### src/rtl/incr_arb_pkg.sv
// incr_arb shared definitions: channel/width defaults and FSM encoding.
// Imported by the interface, the incrementer and the arbiter top.
package incr_arb_pkg;

   localparam int NREQ_DEF  = 4;
   localparam int WIDTH_DEF = 4;
   localparam int IDXW      = 2;

   typedef enum logic {
      IDLE = 1'b0,
      UPD  = 1'b1
   } state_t;

endpackage

### src/rtl/incr_arb_if.sv
// incr_arb channel bus: en/req/clr from the requesters,
// ack/wrap strobes, packed counts, grant index and busy back.
interface incr_arb_if
   import incr_arb_pkg::*;
#(
   parameter int NREQ  = NREQ_DEF,
   parameter int WIDTH = WIDTH_DEF
) ();

   logic                    en;
   logic [NREQ-1:0]         req;
   logic [NREQ-1:0]         clr;
   logic [NREQ-1:0]         ack;
   logic [NREQ-1:0]         wrap;
   logic [NREQ*WIDTH-1:0]   cnt_all;
   logic [IDXW-1:0]         gnt_idx;
   logic                    busy;

   modport master (
      output en, req, clr,
      input  ack, wrap, cnt_all, gnt_idx, busy
   );

   modport slave (
      input  en, req, clr,
      output ack, wrap, cnt_all, gnt_idx, busy
   );

endinterface

### src/rtl/incr_arb_incr_unit.sv
// incr_unit: the single shared WIDTH-bit +1 adder.
// a_i count in, y_o count+1 mod 2^WIDTH, co_o carry (wrap).
module incr_unit
   import incr_arb_pkg::*;
#(
   parameter int WIDTH = WIDTH_DEF
) (
   input  logic [WIDTH-1:0] a_i,
   output logic [WIDTH-1:0] y_o,
   output logic             co_o
);

   assign {co_o, y_o} = {1'b0, a_i} + (WIDTH+1)'(1);

endmodule

### src/rtl/incr_arb.sv
// incr_arb: round-robin arbiter sharing one incrementer among
// NREQ counters. Ports: pulse (clock), rst_n (sync low), bus (slave).
module incr_arb
   import incr_arb_pkg::*;
#(
   parameter int NREQ  = NREQ_DEF,
   parameter int WIDTH = WIDTH_DEF
) (
   input  logic     pulse,
   input  logic     rst_n,
   incr_arb_if.slave bus
);

   state_t            state_q, state_d;
   logic [IDXW-1:0]   ptr_q, ptr_d;
   logic [IDXW-1:0]   gnt_q, gnt_d;
   logic [NREQ-1:0]   ack_q, ack_d;
   logic [NREQ-1:0]   wrap_q, wrap_d;
   logic [WIDTH-1:0]  cnt_q [NREQ];
   logic [WIDTH-1:0]  cnt_d [NREQ];
   logic [NREQ-1:0]   elig;
   logic [WIDTH-1:0]  inc_y;
   logic              inc_co;

   // First eligible channel at or after ptr, ascending modulo NREQ.
   function automatic logic [IDXW-1:0] rr_pick(
      input logic [NREQ-1:0] el,
      input logic [IDXW-1:0] ptr
   );
      logic [IDXW-1:0] idx;
      logic            found;
      rr_pick = ptr;
      found   = 1'b0;
      for (int k = 0; k < NREQ; k++) begin
         idx = IDXW'((int'(ptr) + k) % NREQ);
         if (!found && el[idx]) begin
            rr_pick = idx;
            found   = 1'b1;
         end
      end
   endfunction

   incr_unit #(.WIDTH(WIDTH)) u_inc (
      .a_i  (cnt_q[gnt_q]),
      .y_o  (inc_y),
      .co_o (inc_co)
   );

   // A channel acked this cycle still shows req; masking it
   // prevents a second count before the requester can drop.
   assign elig = bus.req & ~ack_q;

   always_ff @(posedge pulse) begin
      if (!rst_n) begin
         state_q <= IDLE;
         ptr_q   <= '0;
         gnt_q   <= '0;
         ack_q   <= '0;
         wrap_q  <= '0;
         for (int i = 0; i < NREQ; i++) cnt_q[i] <= '0;
      end else begin
         state_q <= state_d;
         ptr_q   <= ptr_d;
         gnt_q   <= gnt_d;
         ack_q   <= ack_d;
         wrap_q  <= wrap_d;
         for (int i = 0; i < NREQ; i++) cnt_q[i] <= cnt_d[i];
      end
   end

   always_comb begin
      state_d = state_q;
      gnt_d   = gnt_q;
      unique case (state_q)
         IDLE: begin
            if (bus.en && |elig) begin
               gnt_d   = rr_pick(elig, ptr_q);
               state_d = UPD;
            end
         end
         UPD: state_d = IDLE;
         default: state_d = IDLE;
      endcase
   end

   // Update datapath; clr overrides the increment and its wrap.
   always_comb begin
      ack_d  = '0;
      wrap_d = '0;
      ptr_d  = ptr_q;
      for (int i = 0; i < NREQ; i++) cnt_d[i] = cnt_q[i];
      if (state_q == UPD) begin
         cnt_d[gnt_q]  = inc_y;
         ack_d[gnt_q]  = 1'b1;
         wrap_d[gnt_q] = inc_co;
         ptr_d         = IDXW'((int'(gnt_q) + 1) % NREQ);
      end
      for (int i = 0; i < NREQ; i++) begin
         if (bus.clr[i]) begin
            cnt_d[i]  = '0;
            wrap_d[i] = 1'b0;
         end
      end
   end

   always_comb begin
      bus.cnt_all = '0;
      for (int i = 0; i < NREQ; i++) begin
         bus.cnt_all[i*WIDTH +: WIDTH] = cnt_q[i];
      end
   end

   assign bus.ack     = ack_q;
   assign bus.wrap    = wrap_q;
   assign bus.gnt_idx = gnt_q;
   assign bus.busy    = (state_q == UPD);

endmodule

### src/flat_wrapper.sv
// flat-port wrapper written by rule: the top's interface ports become plain ports
module incr_arb_flat import incr_arb_pkg::*;
#(
   parameter int NREQ  = NREQ_DEF,
   parameter int WIDTH = WIDTH_DEF
)
  (pulse, rst_n, bus_en, bus_req, bus_clr, bus_ack, bus_wrap, bus_cnt_all, bus_gnt_idx, bus_busy);
  incr_arb_if #(.NREQ(NREQ), .WIDTH(WIDTH)) bus_i ();
  input  logic pulse;
  input  logic rst_n;
  input wire logic [$bits(bus_i.en)-1:0] bus_en;
  input wire logic [$bits(bus_i.req)-1:0] bus_req;
  input wire logic [$bits(bus_i.clr)-1:0] bus_clr;
  output wire logic [$bits(bus_i.ack)-1:0] bus_ack;
  output wire logic [$bits(bus_i.wrap)-1:0] bus_wrap;
  output wire logic [$bits(bus_i.cnt_all)-1:0] bus_cnt_all;
  output wire logic [$bits(bus_i.gnt_idx)-1:0] bus_gnt_idx;
  output wire logic [$bits(bus_i.busy)-1:0] bus_busy;
  assign bus_i.en = bus_en;
  assign bus_i.req = bus_req;
  assign bus_i.clr = bus_clr;
  assign bus_ack = bus_i.ack;
  assign bus_wrap = bus_i.wrap;
  assign bus_cnt_all = bus_i.cnt_all;
  assign bus_gnt_idx = bus_i.gnt_idx;
  assign bus_busy = bus_i.busy;
  incr_arb #(.NREQ(NREQ), .WIDTH(WIDTH)) u_core (.pulse(pulse), .rst_n(rst_n), .bus(bus_i));
endmodule
### config.mk
export PLATFORM = sky130hd
export DESIGN_NAME = incr_arb_flat
export DESIGN_NICKNAME = d
export VERILOG_FILES = /design/src/rtl/incr_arb_pkg.sv /design/src/rtl/incr_arb_if.sv /design/src/rtl/incr_arb_incr_unit.sv /design/src/rtl/incr_arb.sv /design/src/flat_wrapper.sv
export SDC_FILE = /design/constraint.sdc
export NUM_CORES = 1
export LEC_CHECK = 0
export ABC_AREA = 1
export BUFFER_PORTS_ARGS = -buffer_cell sky130_fd_sc_hd__buf_2
export CORE_MARGIN = 5
export CORE_UTILIZATION = 57
export DETAILED_ROUTE_END_ITERATION = 8
export PLACE_DENSITY_LB_ADDON = 0.3
export SYNTH_ARGS = -nofsm -noshare
export SYNTH_HDL_FRONTEND = slang
export SYNTH_SLANG_ARGS = --single-unit
### constraint.sdc
create_clock -name pulse -period 4.4 [get_ports pulse]
set_clock_uncertainty 0.05 [all_clocks]
set_input_delay 0.22 -clock pulse [delete_from_list [all_inputs] [get_ports pulse]]
set_output_delay 0.22 -clock pulse [all_outputs]
set_load 0.05 [all_outputs]
# [Word level (Yosys, flattened, before mapping)]
# Memory sizes are Yosys's and may differ from the RTL's. A register that Yosys moved wholly into a read port is not among the register bits.
# Index checks and enable logic that the tools add are counted.
[classes] n_mux=40 n_bitwise=10 add_sub_neg=5 n_reduce_logical=16 magnitude_cmp=8
[op_table] cell="two-way mux 4 bit" n=9
[op_table] cell="two-way mux 1 bit" n=17
[op_table] cell="bitwise mux 16 bit" n=1
[op_table] cell="two-way mux 16 bit" n=1
[op_table] cell="less-than comparator 2 x 3 -> 1 bit (second input constant)" n=5
[op_table] cell="OR reduction 3 bit" n=4
[op_table] cell="two-way mux 2 bit" n=5
[op_table] cell="bitwise AND 4 bit" n=2
[op_table] cell="binary-select mux 1 bit (select 2 bit)" n=4
[op_table] cell="demux 4 bit (select 2 bit)" n=1
[op_table] cell="logical AND 1 bit" n=6
[op_table] cell="adder 4 x 1 -> 5 bit (second input constant)" n=1
[op_table] cell="adder 2 x 1 -> 2 bit (second input constant)" n=2
[op_table] cell="adder 2 bit (second input constant)" n=2
[op_table] cell="inverter 4 bit" n=1
[op_table] cell="OR 1 bit" n=4
[op_table] cell="AND reduction 2 bit" n=2
[op_table] cell="OR reduction 4 bit" n=1
[op_table] cell=">= comparator 3 bit (second input constant)" n=1
[op_table] cell="logical NOT 1 bit" n=3
[op_table] cell="less-than comparator 3 x 1 -> 1 bit (second input constant)" n=1
[op_table] cell="inverter 2 -> 3 bit" n=1
[op_table] cell="demux 1 bit (select 2 bit)" n=1
[op_table] cell=">= comparator 2 x 1 -> 1 bit (second input constant)" n=1
[op_table] cell="2 further kinds" n=3
[totals] ff_bits=13 ram_bits=16 inputBits=11 memories=1 wordCells=88
[mem_list] memory="u_core.cnt_q" words=4 width=4 rd=5 rd_clocked_by_memory_dff=1 wr=4 line_no="incr_arb.sv:19" source="logic [WIDTH-1:0] cnt_q [NREQ];"

# [Logic depth before layout (Yosys ltp)]
[depth] ltp_word=22 ltp_mapped=13 ltp_nobuf=12

# [Modules after synthesis]
# A second synthesis with hierarchy kept.
[unflattened] cells_unflattened=215 area_unflattened_um2=1555.2
[by_module_without_submodules] mod="incr_arb" n_inst=1 area_per_inst_um2=1500.2 cells_each=205 seq_area_each_um2=620.6
[by_module_without_submodules] mod="incr_unit" n_inst=1 area_per_inst_um2=55.1 cells_each=10 seq_area_each_um2=0.0

# [Worst setup path before layout]
# No wires, ideal clock.
[synth_timing] kind="reg2reg" startpoint="memory u_core.cnt_q[0][0] in the netlist's numbering" endpoint="memory u_core.cnt_q[2][2] in the netlist's numbering" arrival_ps=1592 setup_time_ps=115 slack_ps=2642 path_stages_with_launch=10 path_buffers=0 cell_sequence="dfxtp_1 inv_1 o21ai_0 and2_4 ha_1 inv_1 nor2_1 nor2_1 o21ai_0 inv_1"
[synth_lines] item="start: declaration" line_no="incr_arb.sv:19"

==> impl_metrics.yaml <==
floorplan:
  die_x_um: 63.4
  die-area_um2: 4010
  start_util_pct: 59.4
  core_um2: 2730
  num_rows: 19
  num_io_pins: 38
  chipHeight_um: 63.4
grt:
  grt_pass1_vias: 1366
  antenna_found_initial: 0
  grt_max_degree: 13
  grt_pass1_wl_um: 6280
  grt.total_usage_pct: 19.3
  grt-ovfl-total: 0
drt:
  ant_nets: 0
  routed_wl_um: 3600
  initialDrtViolationCount: 80
  vias: 1521
  vias_per_cell: 5.12
  drc_errors: 0
  drt_first_pass_iters: 4
  detail_route.wl_per_cell_um: 12.1
sta:
  min_period_over_period_pct: 42.5
  fmax_mhz: 535
  rsz0062_at_grt: "false"
  maxSlewViolCount: 0
  finalHoldViolCount: 0
  worst_pin_slew_ps: 446
  fin_tns_setup_ps: 0
  maxSlewHeadroom_pct: 70.2
  finalCriticalPeriod_ps: 1870
  finalSetupViolCount: 0
final_layout:
  layout-drive-gt1-share_pct: 22.9
  final_core_util_pct: 68.5
  final_cell_mix: "inv_1, nand2_1, buf_2"
  area_growth_pct: 15.4
  mostFrequentLayoutCell: "inv_1"
  nFillCells: 240
  antennaDiodeCount: 0
  nNetsFinal: 281
  regArea_um2: 621
  multi_input_area_um2: 803
yosys:
  yosysSeqAreaShare_pct: 38.2
  synth_nets: 242
  ys.warnings.count: 0
  synth-async-reset-ratio_pct: 0
  synth.distinct_cells: 33
  synth_cells: 226
  synth_ff_type: "dfxtp_1"
  ys_seq_elements: 31
  avgSynthCellArea_um2: 7.18
  synth_edf_count: 0
  synth.cell_area_um2: 1620
power:
  ir_drop_mv: 0.289
  power_leakage_nw: 0.983
  powerDensity_nw_per_um2: 329
setup_path:
  critPathBufInv: 3
  path_class: "flip-flop to flip-flop"
  worst_setup_path_end_kind: "flip-flop"
  worstPathArrival_ps: 2050
  crit_chain: "inv_1 > a21oi_1 > o21ai_1 > o21ai_2 > ha_1 > inv_1 > nor2_1 > nor2_1 > o21ai_0 > inv_1"
  crit_fanout: 12
  path_common_cell: "inv_1"
  cp-start-kind: "flip-flop"
  crit_slowest_cell: "dfxtp_1"
  cpPeakStageDelay_ps: 550
  crit_family: "flip-flops"
  crit_required_ps: 4580
outcome:
  status: "complete, no violations"
clock_network:
  holdBufCountCts: 0
  cts_tree: "yes"
  cts_inserted_buffers: 5
  path_clk_slew_ps: 90
  worstSkewPairLatency_ps: 330
  ctsRootBufferMaster: "clkbuf_4"
  cts_buffer_depth: 2
  cts_max_level: 2
  ctsResizeCount: 0
  clock_sinks: 31
  post_cts_buffers: 0
flow_run:
  cap_viol_max_count: 0
worst_hold_path:
  min_from: "bus_clr[2]"
  hp-class: "primary input to flip-flop"
placed_design:
  dpl.hpwl_um: 2830
  port_buffers: 37
  globalplace.congestion: 0.974
-- synthesized netlist by cell type (2+ instances only) --
cell | n | area [um2]
inv_1 | 38 | 143
nand2_1 | 37 | 139
dfxtp_1 | 31 | 621
nor2_1 | 27 | 101
nand3_1 | 19 | 95.1
o21ai_0 | 17 | 85.1
a21oi_1 | 13 | 65.1
ha_1 | 5 | 62.6
nor3_1 | 4 | 20.0
o21ai_1 | 4 | 20.0
buf_6 | 3 | 33.8
nand2_2 | 3 | 18.8
a211oi_1 | 2 | 15.0
a21oi_2 | 2 | 17.5
and2_4 | 2 | 17.5
inv_2 | 2 | 7.51
-- kinds of logic after synthesis --
logic type | Yosys count | synth area share, %
fa+ha+maj | 5 | 3.86
compound gates | 43 | 15.3
buf+inv | 46 | 12.3
simple gates | 98 | 27.1
xor+xnor | 3 | 3.24
flops | 31 | 38.2
-- sequential cells by signal, summed over array words and instances (netlist names), named ones only --
name	count
u_core.bus.wrap	4
u_core.bus.gnt_idx	2
u_core.bus.ack	4
u_core.cnt_q	16
u_core.ptr_q	2
u_core.bus.busy	1
-- worst paths after layout --
kind / to / slack [ps] / cells after the start
worst min register to register: u_core.cnt_q[2][1]$_SDFFE_PP0P_ / 420 / 2
worst max-delay path: u_core.cnt_q[2][2]$_SDFFE_PP0P_ / 2530 / 10
worst max register to register: u_core.cnt_q[2][2]$_SDFFE_PP0P_ / 2530 / 10
worst min-delay path: u_core.cnt_q[2][1]$_SDFFE_PP0P_ / 100 / 4
-- per-stage QoR --
step / hold slack [ps] / worst slack (ps) / power, W / area [um2] / std cells
after floorplan: 312 / 2640 / 0.000408 / 1620 / 226
after global placement: 418 / 2670 / 0.000431 / 1800 / 289
after detailed placement: 408 / 2560 / 0.000433 / 1800 / 289
after CTS: 103 / 2540 / 0.000615 / 1870 / 297
after global routing: 124 / 2220 / 0.000649 / 1870 / 297
final: 102 / 2530 / 0.000616 / 1870 / 297
-- report_power, final --
part	switching, W	internal (W)
registers	0.0000128	0.000288
clock network	0.0000944	0.0000939
logic	0.0000856	0.0000408
total	0.000193	0.000423
-- worst min-delay path, cell delays in order --
cell     delay [ps]
buf_2            80
nor2_1           40
o21ai_0          70
a21oi_1          40
-- routing by layer --
layer  share of wire [%]  track usage (%)
met1                  47             27.4
met2                  42             28.0
met3                 9.3             5.86
met4                 1.4             5.45
met5                   0                0
-- layout make-up --
| class | count | share of cell area, % |
|---|---|---|
| Clock buffer | 8 | 3.67 |
| Inverter | 41 | 8.35 |
| Multi-Input combinational cell | 149 | 42.9 |
| Sequential cell | 31 | 33.1 |
| Tap cell | 31 | 2.07 |
| Timing Repair Buffer | 37 | 9.89 |
Note: power is estimated with default switching activity, not from simulation.
